--- src/rtl/mul_sequencer_if.sv ---
// Execute-stage multiply handshake: request side owned by the pipeline, response side by the sequencer.
interface mul_sequencer_if #(
  parameter int unsigned WIDTH = 32
);
  logic             Start;
  logic             Accumulate;
  logic             SetFlags;
  logic             Flush;
  logic [WIDTH-1:0] SrcA;
  logic [WIDTH-1:0] SrcB;
  logic [WIDTH-1:0] SrcC;
  logic             StallE;
  logic             Done;
  logic [WIDTH-1:0] Result;
  logic [1:0]       FlagW;
  logic [1:0]       ResultNZ;

  modport master (
    output Start, Accumulate, SetFlags, Flush, SrcA, SrcB, SrcC,
    input  StallE, Done, Result, FlagW, ResultNZ
  );

  modport slave (
    input  Start, Accumulate, SetFlags, Flush, SrcA, SrcB, SrcC,
    output StallE, Done, Result, FlagW, ResultNZ
  );
endinterface

--- src/rtl/mul_sequencer.sv ---
// Iterative shift-and-add MUL/MLA sequencer with early termination, pipeline stall and flush kill.
module mul_sequencer #(
  parameter int unsigned WIDTH = 32
) (
  input  logic              clk,
  input  logic              reset,
  mul_sequencer_if.slave    bus
);
  localparam int unsigned CNT_W = (WIDTH > 1) ? $clog2(WIDTH) : 1;

  typedef enum logic [1:0] {
    S_IDLE = 2'd0,
    S_RUN  = 2'd1,
    S_DONE = 2'd2
  } state_e;

  state_e            state_q;
  logic [WIDTH-1:0]  acc_q;
  logic [WIDTH-1:0]  mcand_q;
  logic [WIDTH-1:0]  mplier_q;
  logic [CNT_W-1:0]  count_q;
  logic              sflag_q;
  logic              done_q;
  logic [1:0]        flagw_q;
  logic [WIDTH-1:0]  result_q;
  logic [1:0]        nz_q;

  logic [WIDTH-1:0]  acc_d;
  logic [WIDTH-1:0]  mcand_d;
  logic [WIDTH-1:0]  mplier_d;
  logic [CNT_W-1:0]  count_d;
  logic              last_d;

  // One shift-and-add step; finishes once no multiplier bits remain or all bits are consumed.
  always_comb begin
    acc_d    = mplier_q[0] ? (acc_q + mcand_q) : acc_q;
    mcand_d  = mcand_q << 1;
    mplier_d = mplier_q >> 1;
    count_d  = count_q + CNT_W'(1);
    last_d   = (mplier_d == '0) || (count_q == CNT_W'(WIDTH - 1));
  end

  always_ff @(posedge clk) begin
    if (reset) begin
      state_q  <= S_IDLE;
      acc_q    <= '0;
      mcand_q  <= '0;
      mplier_q <= '0;
      count_q  <= '0;
      sflag_q  <= 1'b0;
      done_q   <= 1'b0;
      flagw_q  <= 2'b00;
      result_q <= '0;
      nz_q     <= 2'b01;
    end else begin
      done_q  <= 1'b0;
      flagw_q <= 2'b00;
      unique case (state_q)
        S_IDLE: begin
          if (bus.Start && !bus.Flush) begin
            acc_q    <= bus.Accumulate ? bus.SrcC : '0;
            mcand_q  <= bus.SrcA;
            mplier_q <= bus.SrcB;
            count_q  <= '0;
            sflag_q  <= bus.SetFlags;
            state_q  <= S_RUN;
          end
        end
        S_RUN: begin
          if (bus.Flush) begin
            state_q <= S_IDLE;
          end else begin
            acc_q    <= acc_d;
            mcand_q  <= mcand_d;
            mplier_q <= mplier_d;
            count_q  <= count_d;
            // Outputs are loaded on the final step so they are valid for the whole DONE cycle.
            if (last_d) begin
              state_q  <= S_DONE;
              done_q   <= 1'b1;
              flagw_q  <= sflag_q ? 2'b10 : 2'b00;
              result_q <= acc_d;
              nz_q     <= {acc_d[WIDTH-1], (acc_d == '0)};
            end
          end
        end
        S_DONE: begin
          state_q <= S_IDLE;
        end
        default: begin
          state_q <= S_IDLE;
        end
      endcase
    end
  end

  assign bus.StallE   = ((state_q == S_IDLE) && bus.Start && !bus.Flush) || (state_q == S_RUN);
  assign bus.Done     = done_q;
  assign bus.FlagW    = flagw_q;
  assign bus.Result   = result_q;
  assign bus.ResultNZ = nz_q;
endmodule

--- src/flat_wrapper.sv ---
// flat-port wrapper written by rule: the top's interface ports become plain ports
module mul_sequencer_flat 
#(
  parameter int unsigned WIDTH = 32
)
  (clk, reset, bus_Start, bus_Accumulate, bus_SetFlags, bus_Flush, bus_SrcA, bus_SrcB, bus_SrcC, bus_StallE, bus_Done, bus_Result, bus_FlagW, bus_ResultNZ);
  mul_sequencer_if #(.WIDTH(WIDTH)) bus_i ();
  input  logic clk;
  input  logic reset;
  input wire logic [$bits(bus_i.Start)-1:0] bus_Start;
  input wire logic [$bits(bus_i.Accumulate)-1:0] bus_Accumulate;
  input wire logic [$bits(bus_i.SetFlags)-1:0] bus_SetFlags;
  input wire logic [$bits(bus_i.Flush)-1:0] bus_Flush;
  input wire logic [$bits(bus_i.SrcA)-1:0] bus_SrcA;
  input wire logic [$bits(bus_i.SrcB)-1:0] bus_SrcB;
  input wire logic [$bits(bus_i.SrcC)-1:0] bus_SrcC;
  output wire logic [$bits(bus_i.StallE)-1:0] bus_StallE;
  output wire logic [$bits(bus_i.Done)-1:0] bus_Done;
  output wire logic [$bits(bus_i.Result)-1:0] bus_Result;
  output wire logic [$bits(bus_i.FlagW)-1:0] bus_FlagW;
  output wire logic [$bits(bus_i.ResultNZ)-1:0] bus_ResultNZ;
  assign bus_i.Start = bus_Start;
  assign bus_i.Accumulate = bus_Accumulate;
  assign bus_i.SetFlags = bus_SetFlags;
  assign bus_i.Flush = bus_Flush;
  assign bus_i.SrcA = bus_SrcA;
  assign bus_i.SrcB = bus_SrcB;
  assign bus_i.SrcC = bus_SrcC;
  assign bus_StallE = bus_i.StallE;
  assign bus_Done = bus_i.Done;
  assign bus_Result = bus_i.Result;
  assign bus_FlagW = bus_i.FlagW;
  assign bus_ResultNZ = bus_i.ResultNZ;
  mul_sequencer #(.WIDTH(WIDTH)) u_core (.clk(clk), .reset(reset), .bus(bus_i));
endmodule
--- config.mk ---
export PLATFORM = sky130hd
export DESIGN_NAME = mul_sequencer_flat
export DESIGN_NICKNAME = d
export VERILOG_FILES = /design/src/rtl/mul_sequencer_if.sv /design/src/rtl/mul_sequencer.sv /design/src/flat_wrapper.sv
export SDC_FILE = /design/constraint.sdc
export NUM_CORES = 1
export LEC_CHECK = 0
export CORE_MARGIN = 3
export CORE_UTILIZATION = 30
export CTS_CLUSTER_DIAMETER = 60
export DETAILED_ROUTE_END_ITERATION = 8
export GPL_TIMING_DRIVEN = 0
export PLACE_DENSITY = 0.48
export SYNTH_ARGS = -nofsm -noshare
export SYNTH_HDL_FRONTEND = slang
export SYNTH_SLANG_ARGS = --single-unit
--- constraint.sdc ---
create_clock -name clk -period 3.65 [get_ports clk]
set_clock_uncertainty 0.2 [all_clocks]
set_input_delay 0.365 -clock clk [delete_from_list [all_inputs] [get_ports clk]]
set_output_delay 0.365 -clock clk [all_outputs]
set_load 0.01 [all_outputs]
## Word level (Yosys, flattened, before mapping)

Cells that the tools add are included.

- Bitwise operators: 3
- Add/sub/neg operators: 2
- Reduce and logical (&&, ||, !) cells: 16
- Mux-type cells: 20
- Equality and inequality tests: 5

Operators with widths:

| kind | count |
|---|---|
| $mux W32 | 8 |
| $pmux W32 S2 | 3 |
| $logic_not A32 Y1 | 2 |
| $add A32 B32 Y32 | 1 |
| $mux W5 | 2 |
| $pmux W5 S2 | 1 |
| $mux W2 | 4 |
| $reduce_and A3 Y1 | 2 |
| $add A5 B1 Y5 const B | 1 |
| $eq A5 B5 Y1 const B | 1 |
| $pmux W2 S2 | 1 |
| $reduce_and A2 Y1 | 2 |
| $reduce_or A4 Y1 | 1 |
| $logic_and A1 B1 Y1 | 3 |
| $ne A3 B2 Y1 const B | 1 |
| $not A1 Y1 | 3 |
| $reduce_or A3 Y1 | 1 |
| $eq A2 B1 Y1 const B | 1 |
| $logic_not A2 Y1 | 1 |
| $logic_or A1 B1 Y1 | 2 |
| $ne A2 B1 Y1 const B | 1 |
| $ne A2 B2 Y1 const B | 1 |
| $reduce_bool A2 Y1 | 1 |
| $logic_not A1 Y1 | 1 |
| $mux W1 | 1 |

- Word-level logic and storage cells: 56
- Bits of input ports: 102
- Register bits after elaboration: 141

## Logic depth before layout (Yosys ltp)

- Depth in word-level cells: 5
- Mapped depth: 12

## Worst setup path after synthesis

OpenSTA, ideal clock, no wires.

- Path type: register to register
- Start: register u_core.mcand_q[0]
- End: register u_core.nz_q[0], in the netlist u_core.bus.ResultNZ[0]
- Arrival: 2891 ps
- Period minus slack after synthesis: 3160 ps
- Setup time: 69 ps
- Cell stages (with the launch flop): 13
- Path slack: 490 ps
- Cells stage by stage: dfxtp_1 ha_1 fa_1 a21o_1 a221o_1 nand3_1 nand3_1 xor2_1 mux2_2 nand4b_1 a2111oi_2 nand4_1 o21ai_1

- Cells in the longest elaborated chain, start to end: 3

RTL lines:

| element | RTL line | RTL |
|---|---|---|
| start, declared | mul_sequencer.sv:19 | `logic [WIDTH-1:0] mcand_q;` |
| start signal, assigned | mul_sequencer.sv:62 | `mcand_q <= bus.SrcA;` |
| start signal, assigned | mul_sequencer.sv:74 | `mcand_q <= mcand_d;` |
| $add A32 B32 Y32 | mul_sequencer.sv:36 | `acc_d = mplier_q[0] ? (acc_q + mcand_q) : acc_q;` |
| $mux W32 | mul_sequencer.sv:36 |  |
| $logic_not A32 Y1 | mul_sequencer.sv:83 | `nz_q <= {acc_d[WIDTH-1], (acc_d == '0)};` |
| end signal, assigned | mul_sequencer.sv:83 |  |
| end, declared | mul_sequencer.sv:26 | `logic [1:0] nz_q;` |

Every way passes these cells.
A chain may end at the register's enable or synchronous reset.

## Worst setup path after layout

Same ends and word-level chain as after synthesis.

==> flow_summary.rst <==
.. list-table::
   :header-rows: 1

   * - Metric
     - Value
   * - Status
     - finished, final reports clean
   * - Crit. End Element
     - flip-flop
   * - Layout-stage area growth over the synthesis result
     - 31.59%
   * - Setup repair after global routing missed its margin
     - true
   * - Number of nets in the finished design
     - 1334
   * - Via count of the first global-routing pass
     - 8355
   * - Max-slew violation count
     - 0
   * - Global route total overflow
     - 0
   * - Standard-cell row count
     - 58
   * - Post-route clock period utilization
     - 97.89%
   * - Kind of cell adding the most delay to the critical path
     - compound AO/OA/AOI/OAI gates
   * - Maximum fanout count along the critical path
     - 5
   * - Antenna violations before repair
     - 0
   * - Clk buf depth
     - 2
   * - Total of endpoints with negative setup slack in the final report
     - 0
   * - Total buffers and inverters traversed by the critical path
     - 0
   * - CP max stage cell
     - fa_1
   * - Die Ht
     - 168.5 um
   * - Startpoint of the worst-slack reg-to-reg timing path
     - u_core.mcand_q[0]$_SDFFE_PP0P_
   * - Pin count of the biggest net entering global routing
     - 17
   * - Leakage power figure
     - 3.804 nW
   * - Post-route DRC
     - 0
   * - Clock tree from TritonCTS
     - yes
   * - Cell variety after synth
     - 67
   * - Standard cell area after detailed placement
     - 9709 um^2
   * - Post-Syn Nets
     - 1174
   * - Initial core utilization
     - 31.02%
   * - Actual transition at the worst max-transition pin
     - 1.131 ns
   * - Net load switching power
     - 1.442 mW
   * - I/O Buffers
     - 137
   * - Total of flip-flops plus latches after synthesis
     - 139
   * - Achievable frequency
     - 279.9 MHz
   * - Capture instance of the worst register-to-register path
     - u_core.bus.ResultNZ[0]$_SDFFE_PP1P_
   * - Iteration count of the initial detailed-routing pass
     - 5
   * - Wirelength per Cell
     - 21.00 um
   * - Post-synth EDFFs
     - 0
   * - Routed WL
     - 32360 um
   * - Hold bufs inserted after CTS
     - 0
   * - First-pass GRT wire length
     - 49470 um
   * - Total global-route track usage
     - 22.62%
   * - Die outline area
     - 28400 um^2
   * - Placed Cells
     - 1505
   * - Primary FF master, synth
     - dfxtp_1
   * - Synth Area per Inst
     - 7.635 um^2
   * - Max rail drop VDD
     - 0.0003113 V
   * - Cell-internal power
     - 3.090 mW
   * - Cell breakdown of the critical path
     - ha_2 -> fa_1 -> a21o_1 -> a221o_2 -> a21o_4 -> a211oi_4 -> xnor2_1 -> o32ai_2 -> nand4b_1 -> a2111oi_4 -> nand4_1 -> o21ai_1
   * - H-tree levels
     - 4
   * - Final instance area
     - 10430 um^2
   * - Estimated wirelength of the detail-placed design
     - 25230 um
   * - Final RePlAce weighted congestion
     - 0.9314
   * - Final-report hold violation count
     - 0
   * - Share of layout cells above drive strength 1
     - 5.780%
   * - Peak per-stage delay on the critical path
     - 0.41 ns
   * - Number of warnings issued by yosys
     - 0
   * - Max-Slew Margin vs Limit
     - 23.67%
   * - Cell depth of the worst hold path
     - 1
   * - Data required, critical path
     - 3.81 ns
   * - Cells on worst reg2reg path
     - 12
   * - # diodes
     - 0
   * - Relative contribution of the clock network to total power
     - 40.2%
   * - Post-layout total power
     - 4.533 mW
   * - Capture endpoint of the worst hold path
     - u_core.bus.FlagW[1]$_SDFF_PP0_
   * - Clock Pin Slew Worst Setup and Hold Paths
     - 0.06 ns
   * - Proportion of total power due to net switching
     - 31.82%
   * - Type of the worst setup path
     - flip-flop to flip-flop
   * - Worst endpoint data arrival time
     - 3.73 ns
   * - Clock period minus final worst setup slack
     - 3.573 ns
   * - Clock buffers created by TritonCTS
     - 17
   * - Sequential element share of the synthesized area
     - 35.11%
   * - Max cap viols
     - 0
   * - FF-to-FF setup slack
     - 0.08 ns
   * - Number of clock sinks seen by CTS
     - 139
   * - Classification of the worst-slack hold path
     - flip-flop to flip-flop
   * - Layout fillers
     - 2696
   * - Root Buffer Master
     - clkbuf_16
   * - Core Area
     - 25540 um^2
   * - Via-per-instance ratio
     - 5.448
   * - Count of nets left with antenna violations after detail routing
     - 0
   * - Power density over the cells
     - 434.6 nW/um^2
   * - Kind of start point of the critical path
     - flip-flop
   * - Logic pwr share
     - 22.0%
   * - Via Count
     - 8396
   * - Die extent in x
     - 168.5 um
   * - Non-filler instance count after layout
     - 1541
   * - Source of the worst hold timing path
     - u_core.sflag_q$_SDFFE_PP0P_
   * - Number of top-level pins
     - 140
   * - Initial drt markers
     - 586
   * - Combined area of all synthesized cells
     - 7925 um^2
   * - Clock latency at the later pin of the worst-skew pair
     - 0.43 ns
   * - Async set-reset flop share out of synthesis
     - 0%
   * - Sequential cell fraction of total power
     - 37.8%
   * - Post-synthesis cell count
     - 1038
==> registers in the layout, summed over array words and instances (netlist names), 2 cells and up <==
signal,flops
u_core.mplier_q,32
u_core.bus.ResultNZ,2
u_core.bus.Result,31
u_core.mcand_q,32
u_core.count_q,5
u_core.acc_q,32
u_core.state_q,2
==> power groups by stage <==
stage | registers, mW | logic (mW) | clock network (mW)
2_1_floorplan | 1.70 | 0.598 | 0
3_3_place_gp | 1.75 | 0.962 | 0
3_5_place_dp | 1.74 | 0.960 | 0
4_1_cts | 1.71 | 0.971 | 1.85
5_1_grt | 1.72 | 1.09 | 1.90
6_report | 1.71 | 0.996 | 1.82
==> logic make-up after synthesis <==
logic type | Yosys count | synth area share (%)
buffers and inverters | 94 | 4.578
XOR/XNOR | 21 | 2.321
multiplexers | 16 | 2.131
flip-flops | 139 | 35.11
AND/OR/NAND/NOR | 473 | 25.83
other | 1 | 0.04732
adder cells (fa/ha/maj) | 34 | 5.463
AO/OA/AOI/OAI | 260 | 24.52
==> layer usage <==
metal  routed length, um  track usage (%)
met4                1085            7.898
met3                1716            4.250
met1               14340            29.36
met5                   0                0
met2               15220            37.75
==> Yosys cell counts, types with 5 or more instances <==
cell,instances,share of area (%)
clkbuf_1,78,3.7
xnor2_1,12,1.3
dfxtp_1,139,35
inv_1,10,0.47
a311oi_1,82,9.1
a31oi_1,7,0.55
a211oi_1,24,2.3
nor2_1,168,8.0
o211ai_1,17,1.6
nand3_1,41,2.6
and3_1,6,0.47
a21o_1,14,1.3
xor2_1,9,0.99
a21oi_1,42,2.7
nor3_1,30,1.9
nand2_1,176,8.3
o21ai_1,5,0.32
nor4_1,9,0.71
o21ai_0,28,1.8
nand4_1,9,0.71
mux2i_1,12,1.5
ha_1,33,5.2
==> worst max path at each step <==
stage                                          startpoint                             endpoint  slack [ns]  cells past startpoint
after global placement    u_core.mplier_q[0]$_SDFFE_PP0P_        u_core.acc_q[14]$_SDFFE_PP0P_       -0.23                      8
final                      u_core.mcand_q[0]$_SDFFE_PP0P_  u_core.bus.ResultNZ[0]$_SDFFE_PP1P_        0.08                     12
after floorplan            u_core.mcand_q[0]$_SDFFE_PP0P_  u_core.bus.ResultNZ[0]$_SDFFE_PP1P_        0.49                     12
after global routing       u_core.mcand_q[0]$_SDFFE_PP0P_  u_core.bus.ResultNZ[0]$_SDFFE_PP1P_       -0.04                     12
after CTS                 u_core.mplier_q[0]$_SDFFE_PP0P_        u_core.acc_q[14]$_SDFFE_PP0P_       0.001                      8
after detailed placement  u_core.mplier_q[0]$_SDFFE_PP0P_        u_core.acc_q[14]$_SDFFE_PP0P_       -0.25                      8
==> through the flow <==
step,setup TNS [ns],setup slack (ns),hold WS [ns],util [%]
final,0,0.07684,0.2555,40.83
after floorplan,0,0.4897,0.2291,-
after global placement,-1.603,-0.2325,0.2387,38.01
after CTS,0,0.001390,0.2411,40.46
after detailed placement,-3.395,-0.2534,0.2443,38.01
after global routing,-0.03695,-0.03671,0.2874,40.83
==> timing repair <==
item | 4_1_cts | 5_1_grt
resized for setup | 6 | 14
pin swaps | 2 | 3
cloned | 0 | 0
setup buffers | 1 | 3
setup endpoints to repair | 8 | 10
==> layout by cell type, fill, tap and decap left out, drive strengths merged, types with 4 or more instances in the layout <==
| cell | n |
|---|---|
| a211oi | 27 |
| nor2b | 4 |
| a311oi | 82 |
| clkinv | 6 |
| nor3 | 30 |
| nor4 | 9 |
| a22oi | 4 |
| inv | 14 |
| and2 | 5 |
| buf | 10 |
| clkdlybuf4s50 | 137 |
| mux2i | 12 |
| xor2 | 9 |
| and3 | 6 |
| nand4 | 9 |
| o21ai | 33 |
| nand2 | 176 |
| dfxtp | 139 |
| a31oi | 7 |
| xnor2 | 12 |
| o211ai | 18 |
| clkbuf | 97 |
| nand3 | 41 |
| or3 | 5 |
| ha | 33 |
| mux2 | 4 |
| a21oi | 42 |
| nand2b | 4 |
| nor2 | 168 |
| a21o | 14 |
| and4 | 4 |
==> cell type report <==
type,count,area [um^2],share of cell area [%]
Buffer,84,329.1,3.155
Clock buffer,19,432.9,4.151
Sequential cell,139,2783,26.68
Inverter,10,37.54,0.3599
Tap cell,330,412.9,3.959
Multi-Input combinational cell,805,4866,46.66
Timing Repair Buffer,141,1401,13.44
Clock inverter,13,166.4,1.596
Power figures use the tool's default switching activity.
